`config.mk`:
```
export PLATFORM = sky130hd
export DESIGN_NAME = button_conditioner
export DESIGN_NICKNAME = d
export VERILOG_FILES = /design/src/rtl/btn_cond_pkg.sv /design/src/rtl/button_conditioner_debounce_cell.sv /design/src/rtl/button_conditioner.sv
export SDC_FILE = /design/constraint.sdc
export NUM_CORES = 1
export LEC_CHECK = 0
export CAP_MARGIN = 20
export CORE_MARGIN = 3
export CORE_UTILIZATION = 30
export CTS_BUF_LIST = sky130_fd_sc_hd__clkbuf_4 sky130_fd_sc_hd__clkbuf_8 sky130_fd_sc_hd__clkbuf_16
export DETAILED_ROUTE_END_ITERATION = 12
export GPL_ROUTABILITY_DRIVEN = 1
export SYNTH_ARGS = -nofsm -noshare
export SYNTH_HDL_FRONTEND = slang
export SYNTH_HIERARCHICAL = 1
export SYNTH_SLANG_ARGS = --single-unit
```
`constraint.sdc`:
```
create_clock -name clk -period 2.3 [get_ports clk]
set_input_delay 0.69 -clock clk [delete_from_list [all_inputs] [get_ports clk]]
set_output_delay 0.69 -clock clk [all_outputs]
set_load 0.03 [all_outputs]
```
`src/rtl/btn_cond_pkg.sv`:
```
// Shared widths and debounce state encoding for the button conditioner.
package btn_cond_pkg;

    localparam int CODE_W = 7;
    localparam int CNT_W  = 16;

    typedef enum logic [1:0] {
        STABLE_HI = 2'b00,
        COUNT_LO  = 2'b01,
        STABLE_LO = 2'b11,
        COUNT_HI  = 2'b10
    } db_state_e;

endpackage

```
`src/rtl/button_conditioner_debounce_cell.sv`:
```
// One active-low button: 2-flop synchronizer, debounce FSM, one-cycle press strobe.
//
// state     | meaning
// STABLE_HI | released, level accepted
// COUNT_LO  | low seen, counting stable low cycles
// STABLE_LO | pressed, level accepted
// COUNT_HI  | high seen, counting stable high cycles
module debounce_cell
    import btn_cond_pkg::*;
#(
    parameter logic [CNT_W-1:0] DEBOUNCE_CYCLES = 16'd1000
) (
    input  logic clk,
    input  logic rst,
    input  logic btn_raw,
    output logic press
);

    localparam logic [CNT_W-1:0] TERM_CNT = DEBOUNCE_CYCLES - CNT_W'(1);

    logic             sync1_q, sync2_q;
    logic [1:0]       settle_q, settle_d;
    db_state_e        state_q, state_d;
    logic [CNT_W-1:0] cnt_q, cnt_d;
    logic             in_lo_q, in_lo_d;
    logic             armed_q, armed_d;
    logic             btn_lo;

    always_ff @(posedge clk or posedge rst) begin
        if (rst) begin
            sync1_q  <= 1'b1;
            sync2_q  <= 1'b1;
            settle_q <= '0;
            state_q  <= STABLE_HI;
            cnt_q    <= '0;
            in_lo_q  <= 1'b0;
            armed_q  <= 1'b0;
        end else begin
            sync1_q  <= btn_raw;
            sync2_q  <= sync1_q;
            settle_q <= settle_d;
            state_q  <= state_d;
            cnt_q    <= cnt_d;
            in_lo_q  <= in_lo_d;
            armed_q  <= armed_d;
        end
    end

    assign btn_lo = ~sync2_q;

    always_comb begin
        state_d = state_q;
        cnt_d   = '0;
        unique case (state_q)
            STABLE_HI: begin
                if (btn_lo) begin
                    state_d = COUNT_LO;
                    cnt_d   = CNT_W'(1);
                end
            end
            COUNT_LO: begin
                if (!btn_lo) begin
                    state_d = STABLE_HI;
                end else if (cnt_q == TERM_CNT) begin
                    state_d = STABLE_LO;
                end else begin
                    cnt_d = cnt_q + CNT_W'(1);
                end
            end
            STABLE_LO: begin
                if (!btn_lo) begin
                    state_d = COUNT_HI;
                    cnt_d   = CNT_W'(1);
                end
            end
            COUNT_HI: begin
                if (btn_lo) begin
                    state_d = STABLE_LO;
                end else if (cnt_q == TERM_CNT) begin
                    state_d = STABLE_HI;
                end else begin
                    cnt_d = cnt_q + CNT_W'(1);
                end
            end
            default: state_d = STABLE_HI;
        endcase
    end

    // Synchronizer reset value is a fake "released" level; only arm once a
    // real high sample has propagated through, so a button held across reset
    // must be released and pressed again before it counts.
    always_comb begin
        settle_d = {settle_q[0], 1'b1};
        armed_d  = armed_q | (settle_q[1] & (state_q == STABLE_HI) & ~btn_lo);
        in_lo_d  = (state_q == STABLE_LO) || (state_q == COUNT_HI);
        press    = (state_q == STABLE_LO) & ~in_lo_q & armed_q;
    end

endmodule

```
`src/rtl/button_conditioner.sv`:
```
// Debounced set/enter buttons with a code-word capture and valid/ready handoff.
// Optional sticky overrun flag: define BUTTON_CONDITIONER_OVERRUN_EN.
module button_conditioner
    import btn_cond_pkg::*;
#(
    parameter logic [CNT_W-1:0] DEBOUNCE_CYCLES = 16'd1000
) (
    input  logic              clk,
    input  logic              rst,
    input  logic              set_btn_raw,
    input  logic              enter_btn_raw,
    input  logic [CODE_W-1:0] code_raw,
    output logic              set_pulse,
    output logic              enter_pulse,
    output logic [CODE_W-1:0] code_out,
    output logic              code_valid,
    input  logic              code_ready,
    output logic              overrun
);

    logic              set_press, enter_press;
    logic [CODE_W-1:0] code_meta_q, code_sync_q;
    logic              set_pulse_q, set_pulse_d;
    logic              enter_pulse_q, enter_pulse_d;
    logic [CODE_W-1:0] code_out_q, code_out_d;
    logic              code_valid_q, code_valid_d;

    debounce_cell #(.DEBOUNCE_CYCLES(DEBOUNCE_CYCLES)) u_set (
        .clk     (clk),
        .rst     (rst),
        .btn_raw (set_btn_raw),
        .press   (set_press)
    );

    debounce_cell #(.DEBOUNCE_CYCLES(DEBOUNCE_CYCLES)) u_enter (
        .clk     (clk),
        .rst     (rst),
        .btn_raw (enter_btn_raw),
        .press   (enter_press)
    );

    always_ff @(posedge clk or posedge rst) begin
        if (rst) begin
            code_meta_q   <= '1;
            code_sync_q   <= '1;
            set_pulse_q   <= 1'b0;
            enter_pulse_q <= 1'b0;
            code_out_q    <= '0;
            code_valid_q  <= 1'b0;
        end else begin
            code_meta_q   <= code_raw;
            code_sync_q   <= code_meta_q;
            set_pulse_q   <= set_pulse_d;
            enter_pulse_q <= enter_pulse_d;
            code_out_q    <= code_out_d;
            code_valid_q  <= code_valid_d;
        end
    end

    // Capture happens on the same edge that raises set_pulse, so a new press
    // always wins over a transfer completing in that cycle.
    always_comb begin
        set_pulse_d   = set_press;
        enter_pulse_d = enter_press;
        code_out_d    = code_out_q;
        code_valid_d  = code_valid_q;
        if (set_press) begin
            code_out_d   = code_sync_q;
            code_valid_d = 1'b1;
        end else if (code_valid_q && code_ready) begin
            code_valid_d = 1'b0;
        end
    end

`ifdef BUTTON_CONDITIONER_OVERRUN_EN
    logic overrun_q, overrun_d;
    logic lost_code;

    assign lost_code = set_press & code_valid_q & ~code_ready;

    always_comb begin
        overrun_d = overrun_q;
        if (enter_press) overrun_d = 1'b0;
        if (lost_code)   overrun_d = 1'b1;
    end

    always_ff @(posedge clk or posedge rst) begin
        if (rst) overrun_q <= 1'b0;
        else     overrun_q <= overrun_d;
    end

    assign overrun = overrun_q;
`else
    assign overrun = 1'b0;
`endif

    assign set_pulse   = set_pulse_q;
    assign enter_pulse = enter_pulse_q;
    assign code_out    = code_out_q;
    assign code_valid  = code_valid_q;

endmodule

```
==> reports/metrics.cfg <==
[synth]
postSynthAreaPerCell_um2=11.6
yosys_register_bits=72
synth_cells=279
seq_area_frac_synth_pct=56.2
synth_ff_type=dfrtp_1
yosysWarningCount=6
netlist_area_um2=3240
yosysUniqueCellTypes=42
async_flop_share_pct=100
synth-edff-count=0
synth_nets=303

[sta]
fin_crit_ns=2.07
slew_viol_final=0
max_freq_mhz=482
tightestPinTransition_ns=0.574
setup_violations=0
hold_violations=0
setup_ws_ns=0.226
rsz0062_at_grt=no
finClkSkew_ns=0.00801
whs_ns=0.350
fin_crit_sh_pct=90.2
slew_headroom_pct=61.6
tns_ns=0

[critical_path]
r2r_slack_ns=0.53
critPathRequiredTime_ns=1.61
r2r_end=u_set/cnt_q[15]$_DFF_PP0_
startpoint=code_out[5]$_DFFE_PP0P_
crit_path_cell_trace=clkdlybuf4s50_1
critPathLaunchType=register
slowest_delay_ns=0.67
slowest_stage=clkdlybuf4s50_1
worstRegToRegCells=5
critPathMaxFanout=2
critPathKind=reg2out
path_buf_inv=1
r2r_start=u_set/cnt_q[0]$_DFF_PP0_
crit_path_end_kind=output port
cp_top_family=buffers and inverters
arrival_ns=1.38

[clocking]
cts_tree=built
cts-buffers-inserted=9
ctsResizeCount=0
postCtsSetupBuffers=0
cts_hold_buf=0
htree_levels=3
clock-sinks=72
path_clk_slew_ns=0.08
root_buffer=clkbuf_8
clock_path_buffers=2
insertion_delay_ns=0.34

[route]
drt-initial-drc-count=67
routed_wl_mm=5.22
firstDrtPassIters=4
drc=0
via_per_inst=4.56
vias=2048
wire_per_inst_um=11.6
ant_nets=0

[final_layout]
nNetsFinal=332
syn2layout_area_growth_pct=17.2
diodes=0
drive_gt1_share_pct=20.1
fillers=1035

[power_and_ir_drop]
powerDensity_nw_per_um2=968
power_leakage_nw=1.56
ir_worst_vdd_mv=0.603

[place]
routabilityCongestion=0.766
dpl_worst_slack_ns=0.459
dp_hpwl_mm=3.63
io_buffer_count=21

[global_route]
track_usage_pct=9.67
grt_pass1_wl_mm=9.27
grt_max_degree=25
antenna_found_initial=0
overflow=0
grt_pass1_vias=2017

[worst_hold_path]
hold_path_depth=0
worstHoldStart=u_set/settle_q[0]$_DFF_PP0_
min_path_type=reg2reg
min_to=u_set/settle_q[1]$_DFF_PP0_

[floorplan]
num_rows=37
dieArea_um2=12100
core_um2=10400
die_x_um=110
start_util_pct=31.1
ios=23
dieHeight_um=110

[outcome]
status=finished clean

[run]
maxCapViolations=0

==> Yosys cell counts (4+ instances only) <==
cell type	count	area share, %
ha_1	12	4.6
mux2_4	7	3.2
a211oi_1	4	0.93
nand2_1	14	1.6
nor2_1	34	3.9
dfrtp_1	54	42
a21oi_1	12	1.9
dfstp_2	18	15
nor3_1	8	1.2
a31o_2	4	1.1
xor2_1	4	1.1
xnor2_1	18	4.9
nand4_1	6	1.2
nand3b_1	4	0.93
nor4_2	4	1.5
nand3_1	10	1.5
inv_1	16	1.9
==> cell families after synthesis <==
kind of cell	synth area share (%)
simple gates	18.0
flops	56.2
xor+xnor	5.94
mux	3.93
other cells	0.347
fa+ha+maj	4.63
buf+inv	3.20
compound gates	7.67
==> per-layer routing <==
metal | global-route usage (%) | part of all wire [%] | up-vias
met2 | 14.8 | 48 | 21
li1 | - | - | 1026
met1 | 12.8 | 48 | 996
met3 | 3.84 | 3.6 | 5
met5 | 0 | 0 | -
met4 | 2.40 | 0.90 | 0
==> final cells by class <==
class | instances | area, um^2 | area share, %
Sequential cell | 72 | 1820 | 48.0
Clock inverter | 7 | 76.3 | 2.01
Tap cell | 136 | 170 | 4.47
Inverter | 16 | 60.1 | 1.58
Clock buffer | 9 | 124 | 3.26
Multi-Input combinational cell | 185 | 1320 | 34.6
Timing Repair Buffer | 24 | 233 | 6.12
==> sequential cells by signal (all words and copies together) (netlist names), 2 cells and up <==
| name | flops |
|---|---|
| code_meta_q | 7 |
| code_out | 7 |
| code_sync_q | 7 |
| u_enter/cnt_q | 16 |
| u_enter/settle_q | 2 |
| u_enter/state_q | 2 |
| u_set/cnt_q | 16 |
| u_set/settle_q | 2 |
| u_set/state_q | 2 |
==> where the power goes <==
part / internal [mW] / leakage (nW) / switching [mW] / total [mW]
logic: 0.512 / 0.563 / 0.584 / 1.10
registers: 1.46 / 0.896 / 0.120 / 1.58
clock network: 0.510 / 0.0966 / 0.497 / 1.01
total: 2.48 / 1.56 / 1.20 / 3.68
==> metrics by stage <==
stage                     cells  utilization (%)  power [mW]  area (um^2)
final                       449             36.5        3.68         3800
after global routing        449             36.5        3.93         3800
after CTS                   449             36.5        3.74         3800
after detailed placement    433             34.6        2.72         3600
after global placement      433             34.6        2.70         3600
after floorplan             279                -        2.42         3240
==> how the worst max path moves through the flow <==
stage,endpoint,cells past startpoint
6_report,code_out[5],1
5_1_grt,code_out[0],1
3_3_place_gp,u_set/cnt_q[14]$_DFF_PP0_,5
2_1_floorplan,u_enter/state_q[1]$_DFFE_PP0P_,5
4_1_cts,code_out[5],1
3_5_place_dp,u_set/cnt_q[13]$_DFF_PP0_,5
==> layout by cell type (no fill, tap or decap), drive strengths merged, types with 4 or more instances in the layout <==
cell,netlist,routed
dfstp,18,18
a211oi,4,4
inv,16,19
clkdlybuf4s50,0,21
xnor2,18,18
nor3,8,8
mux2,9,9
nand3b,4,4
dfrtp,54,54
a31o,4,4
ha,12,12
xor2,4,4
nand2,14,14
nor4,6,6
clkbuf,0,9
nand3,12,12
nand4,8,8
a21oi,12,12
nor2,34,34
No activity file was read; power rests on OpenSTA's default activity.
==> RTL edit 1: new RTL, config.mk and constraints unchanged <==
Set the package constant `CODE_W` to 14 (it was 7).
--- a/src/rtl/btn_cond_pkg.sv
+++ b/src/rtl/btn_cond_pkg.sv
@@ -1,7 +1,7 @@
 // Shared widths and debounce state encoding for the button conditioner.
 package btn_cond_pkg;
 
-    localparam int CODE_W = 7;
+    localparam int CODE_W = 14;
     localparam int CNT_W  = 16;
 
     typedef enum logic [1:0] {
Interface: changed (resized code_out and code_raw); port bits go from 23 to 37. No check against the original RTL was run, so the function may have changed too.
==> RTL edit 1 against the unedited design <==
Sequential cell count is 21 higher. Non-clock buffer count increased by 16. Largest power group unchanged. Sequential power rose by 31%. Setup slack got worse by 8.1 ps. Synthesized area is 20% higher. Design area is 25% higher. Routed wire length grew 25%. Total power is 40% higher.
==> RTL edit 1: results (changes against the unedited design) <==
** Finish
- Fraction of layout instances using a drive strength above 1 :: 24.1% (+4.0 points)
- The number of nets in the layout came to 383 (+15%).
- The largest registers in the layout are u_enter/cnt_q x16, u_set/cnt_q x16.

** Yosys
- Yosys warns :: 6 (unchanged)
- By count the netlist is led by sky130_fd_sc_hd__dfrtp_1, sky130_fd_sc_hd__nor2_1, sky130_fd_sc_hd__dfstp_2.
- The net count of the mapped netlist was 339 (+12%).
- Top cells by area, synth :: sky130_fd_sc_hd__dfrtp_1, sky130_fd_sc_hd__dfstp_2, sky130_fd_sc_hd__xnor2_1
- Seq/Total Area, Yosys :: 60.8% (+4.6 points)
- The count of unique library cells instantiated by Yosys was 43 (+2.4%).
- The proportion of synthesized flip-flops having asynchronous set or reset is 100% (unchanged).

** Timing
- Skew final :: 7.51 ps (-0.507 ps)
- Slew HR :: 59.1% (-2.6 points)
- The worst hold slack is 350 ps (-0.293 ps).

** Setup path
- Critical Path Max Stage Delay :: 690 ps (+20 ps)
- Reg-to-reg slack, setup :: 490 ps (-40 ps)
- Crit Path Max Fanout :: 2 (unchanged)
- Kind of cell with the highest combined delay on the critical path :: buffers and inverters
- Crit path DAT :: 1390 ps

** Power and ir drop
- The leakage power was 1.94 nW (+25%).
- Highest ir drop seen on vdd :: 0.385 mV (-36%)

** Global routing
- Vias in the first global route :: 2369 (+17%)
- The maximum number of pins on one net before global-route repair is 46 (+84%).
- The number of antenna violations at the first check in global routing is 0 (unchanged).
- The wire length of the first global-routing pass was 11.6 mm (+25%).
- The global-route usage over all layers came to 9.88% (+0.21 points).

** Status
- Run status :: completed

** Clocking
- The total of hold buffers inserted after clock tree synthesis was 0 (unchanged).
- Num CTS Buffers :: 9 (unchanged)
- Number of resized instances in the post-cts repair step :: 0 (unchanged)
- Root buffer cell :: sky130_fd_sc_hd__clkbuf_16
- Buffers from clock root to sink, at most :: 2 (unchanged)
- Total setup buffers inserted after CTS :: 0 (unchanged)
- Clock-pin slew reported for the worst setup and hold paths after clock tree synthesis :: roughly 70 ps
- The clock latency reported for the late side of the worst-skew pair was 340 ps (about the same).
- CTS H-tree lvls :: 3 (unchanged)

** Hold path
- In this run the worst hold path is classified as flip-flop to flip-flop.

** Placed design
- Worst slack at placement :: 466 ps (+7.79 ps)
- Number of I/O port buffers :: 35 (+67%)
- The half-perimeter wire length after detailed placement is 4.43 mm (+22%).
- The placed cell area is 4440 um^2 (+23%).
- The global placement routability congestion is 0.775 (+1.2%).

** Drt
- Via-per-instance ratio :: 4.49 (-1.5%)
- The mean routed wirelength per cell came to 12.5 um (+7.0%).
- Number of violations reported at the end of detailed-routing iteration 0 :: 147 (+120%)
- The count of TritonRoute iterations in the first routing pass was 6 (+2).
RTL edit 1: area by class of cell:
class / instances / area [um^2]
flip-flops and latches: 93 / 2370
fillers: 1170 / 7600
multi-input cells: 192 / 1400
repair buffers: 40 / 400
inverters: 16 / 60.1
clock buffers: 9 / 225
well taps: 168 / 210
clock inverters: 7 / 97.6
RTL edit 1: cell families after synthesis:
group,synth area share (%)
xor gates and xnor gates,4.95
adders and majority gates,3.86
muxes,5.49
buffers and inverters,3.18
DFF,60.8
AOI/OAI and AO/OA,6.39
and+or+nand+nor,15.0
other,0.289
RTL edit 1: worst paths after layout:
| check | startpoint | end | cells past startpoint |
|---|---|---|---|
| setup / recovery | code_out[13]$_DFFE_PP0P_ | code_out[13] | 1 |
| hold / removal | u_enter/settle_q[0]$_DFF_PP0_ | u_enter/settle_q[1]$_DFF_PP0_ | 0 |
| setup reg to reg | u_enter/cnt_q[0]$_DFF_PP0_ | u_enter/cnt_q[13]$_DFF_PP0_ | 5 |
| hold reg to reg | u_enter/settle_q[0]$_DFF_PP0_ | u_enter/settle_q[1]$_DFF_PP0_ | 0 |
| max in group asynchronous | rst | u_enter/sync2_q$_DFF_PP1_ | 3 |
| min in group asynchronous | rst | u_set/settle_q[0]$_DFF_PP0_ | 3 |
RTL edit 1: stage by stage:
step	cells	utilization (%)
6_report	525	38.5
4_1_cts	525	38.5
3_5_place_dp	509	35.9
3_3_place_gp	509	35.9
2_1_floorplan	308	-
5_1_grt	525	38.5
RTL edit 1: worst reg2reg max path, stage by stage, from the launching register on:
cell	delay, ps
sky130_fd_sc_hd__dfrtp_1	410
sky130_fd_sc_hd__ha_1	220
sky130_fd_sc_hd__and4bb_1	200
sky130_fd_sc_hd__nand4_2	150
sky130_fd_sc_hd__nand3b_1	450
sky130_fd_sc_hd__a21oi_1	290
RTL edit 1: power breakdown:
part | total (W) | leakage (nW) | switching (W) | internal, W
sequential | 0.00207 | 1.13 | 0.000154 | 0.00192
combinational | 0.00149 | 0.661 | 0.000779 | 0.000708
clock | 0.00158 | 0.152 | 0.000626 | 0.000955
RTL edit 1: metal layers:
| layer | global-route usage (%) | share of wire [%] | vias up |
|---|---|---|---|
| li1 | - | - | 1150 |
| met4 | 4.01 | 1.6 | 0 |
| met3 | 3.25 | 4.1 | 8 |
| met1 | 12.9 | 48 | 1164 |
| met2 | 15.1 | 47 | 37 |
| met5 | 0 | 0 | - |
==> RTL edit 2: new RTL, same settings <==
Made on the original files. Register the inputs `set_btn_raw` and `enter_btn_raw` before use, without a reset. The logic sees them one clock later. The other inputs are not delayed to match.
--- a/src/rtl/button_conditioner.sv
+++ b/src/rtl/button_conditioner.sv
@@ -18,6 +18,14 @@
     output logic              overrun
 );
 
+    logic set_btn_raw_q;
+    logic enter_btn_raw_q;
+
+    always_ff @(posedge clk) begin
+        set_btn_raw_q   <= set_btn_raw;
+        enter_btn_raw_q <= enter_btn_raw;
+    end
+
     logic              set_press, enter_press;
     logic [CODE_W-1:0] code_meta_q, code_sync_q;
     logic              set_pulse_q, set_pulse_d;
@@ -28,14 +36,14 @@
     debounce_cell #(.DEBOUNCE_CYCLES(DEBOUNCE_CYCLES)) u_set (
         .clk     (clk),
         .rst     (rst),
-        .btn_raw (set_btn_raw),
+        .btn_raw (set_btn_raw_q),
         .press   (set_press)
     );
 
     debounce_cell #(.DEBOUNCE_CYCLES(DEBOUNCE_CYCLES)) u_enter (
         .clk     (clk),
         .rst     (rst),
-        .btn_raw (enter_btn_raw),
+        .btn_raw (enter_btn_raw_q),
         .press   (enter_press)
     );
 
Formal check against the unedited RTL: no difference found for any inputs over 10 cycles, from zero or initial values and one cycle with rst high; that may be too few to reach the edited logic, so the function may still have changed.
==> RTL edit 2 against the unedited design <==
Core utilization rose by 0.23 points. Via count up 1.7%. Global-route usage shrank 0.43 points. Total power is 1.4% higher. Critical path depth did not move. Count of clock-buffer cells in the layout up 1. Synthesized area rose by 1.2%. First-iteration DRC count up 88%. Sequential cell count grew 2. Non-clock buffer count did not move. Routed wire length increased by 2.5%. Setup slack got worse by 18 ps. Design area grew 1.1%. Critical path type unchanged. Critical endpoint is now code_out[3].
==> RTL edit 2: results (changes against the unedited design) <==
** Yosys
- The number of synthesis warnings is 6 (unchanged).
- The proportion of synthesized flip-flops having asynchronous set or reset was 97.3% (-2.7 points).
- Top cells by area, synth :: sky130_fd_sc_hd__dfrtp_1, sky130_fd_sc_hd__dfstp_2, sky130_fd_sc_hd__xnor2_1
- Counting instances in the post-synthesis netlist gives the leading cell types as sky130_fd_sc_hd__dfrtp_1, sky130_fd_sc_hd__nor2_1, sky130_fd_sc_hd__dfstp_2, sky130_fd_sc_hd__xnor2_1, sky130_fd_sc_hd__inv_1.
- The net count of the mapped netlist is 305 (+0.66%).
- The register area share after synthesis came to 56.8% (+0.53 points).
- The count of unique library cells instantiated by Yosys is 43 (+2.4%).

** Global routing
- The number of global-route vias before repair is 2030 (+0.64%).
- Global-route usage over all layers :: 9.24% (-0.43 points)
- Number of antenna violations at the first check in global routing :: 0 (unchanged)
- Maximum number of pins on one net before global-route repair :: 25 (unchanged)
- Global-route wire length before repair :: 9.39 mm (+1.3%)

** Setup path
- The data arrival time of the critical path was 1400 ps (+20 ps).
- The cell family contributing the most delay on the critical path is buffers and inverters.
- The highest net fanout along the worst path is 2 (unchanged).
- On the critical path, the stage with the largest delay is an instance of sky130_fd_sc_hd__clkdlybuf4s50_1.
- Critical Path Max Stage Delay :: 690 ps (+20 ps)

** Finish
- The count of antenna diodes in the layout was 0 (unchanged).
- The number of nets in the layout is 334 (+0.60%).
- The number of fill cells in the layout was 1030 (-0.48%).
- The share of layout cells above drive strength 1 was 20.0% (-0.13 points).
- Largest registers in the final layout :: u_enter/cnt_q x16, u_set/cnt_q x16

** Placed design
- Final GP Congestion :: 0.701 (-8.5%)
- DPL Wire Length :: 3.65 mm (+0.58%)
- Number of I/O port buffers :: 21 (unchanged)
- The placed cell area is 3640 um^2 (+1.1%).

** Clocking
- CTS H-tree lvls :: 3 (unchanged)
- The number of gates given a new drive strength after cts was 0 (unchanged).
- Num CTS Buffers :: 9 (unchanged)
- Clock tree synthesis selected as its root buffer the cell sky130_fd_sc_hd__clkbuf_8.
- Total setup buffers inserted after CTS :: 0 (unchanged)
- Clock-pin slew reported for the worst setup and hold paths after clock tree synthesis :: about 90 ps
- Clock latency of the later-clocked register in the worst-skew pair :: 350 ps
- Buffers from clock root to sink, at most :: 2 (unchanged)

** Drt
- Number of violations reported at the end of detailed-routing iteration 0 :: 126 (+88%)
- The total wire length after detailed routing was 5.35 mm (+2.5%).
- The count of TritonRoute iterations in the first routing pass was 4 (unchanged).
- Via-per-instance ratio :: 4.62 (+1.2%)

** Timing
- Least-Margin Pin Slew :: 612 ps (+38.6 ps)
- Sum of negative setup slack :: 0 ps (unchanged)
- Skew final :: 12.2 ps (+4.21 ps)

** Hold path
- Worst hold path type :: flip-flop to flip-flop

** Power and ir drop
- The leakage power is 1.57 nW (+1.1%).
- The worst-case vdd ir drop is 0.425 mV (-29%).

** Status
- The flow ran to the end, and the final reports show no timing, DRC or antenna violations.
-- RTL edit 2: cell count changes after synthesis, sizes merged --
cell   before  now
dfxtp       0    2
-- RTL edit 2: power by group --
part           switching [W]  leakage [nW]  internal [W]
combinational       0.000595         0.563      0.000513
sequential          0.000125         0.913       0.00150
clock               0.000529        0.0970      0.000476
total                0.00125          1.57       0.00248
-- RTL edit 2: path summary, 6_finish.rpt --
path	from	endpoint	slack (ps)	cells after the start
worst max-delay path	code_out[3]$_DFFE_PP0P_	code_out[3]	210	1
worst min-delay path	enter_btn_raw_q$_DFF_P_	u_enter/sync1_q$_DFF_PP1_	300	0
worst max register to register	u_enter/cnt_q[0]$_DFF_PP0_	u_enter/cnt_q[14]$_DFF_PP0_	460	5
worst min register to register	enter_btn_raw_q$_DFF_P_	u_enter/sync1_q$_DFF_PP1_	300	0
max in group asynchronous	rst	u_set/sync1_q$_DFF_PP1_	1270	3
min in group asynchronous	rst	code_out[6]$_DFFE_PP0P_	730	3
-- RTL edit 2: routing by layer --
metal  GRT usage [%]  wire length, um  vias up  part of all wire (%)
met5               0                0        -                     0
met4            3.94               99        0                   1.8
met3            2.96              174        8                   3.3
met2            15.0             2550       30                    48
met1            11.2             2530     1017                    47
li1                -                -     1027                     -
-- RTL edit 2: metrics by stage --
stage	cells	worst slack [ps]	hold slack, ps
after global routing	451	150	308
final	451	208	297
after floorplan	281	663	284
after CTS	451	172	300
after global placement	435	503	286
after detailed placement	435	469	287
-- RTL edit 2: cells by family after synthesis --
logic type | count (synthesis) | share of synthesized area, %
mux | 9 | 3.89
buf+inv | 22 | 3.16
xor+xnor | 22 | 5.87
flops | 74 | 56.8
simple gates | 104 | 17.8
other cells | 3 | 0.343
fa+ha+maj | 12 | 4.57
compound gates | 35 | 7.58
-- RTL edit 2: layout make-up --
class / count / area [um^2] / area share (%)
multi-input cells: 185 / 1320 / 34.2
well taps: 136 / 170 / 4.43
flip-flops and latches: 74 / 1860 / 48.5
clock inverters: 6 / 52.6 / 1.37
inverters: 16 / 60.1 / 1.56
repair buffers: 24 / 233 / 6.05
clock buffers: 10 / 149 / 3.87
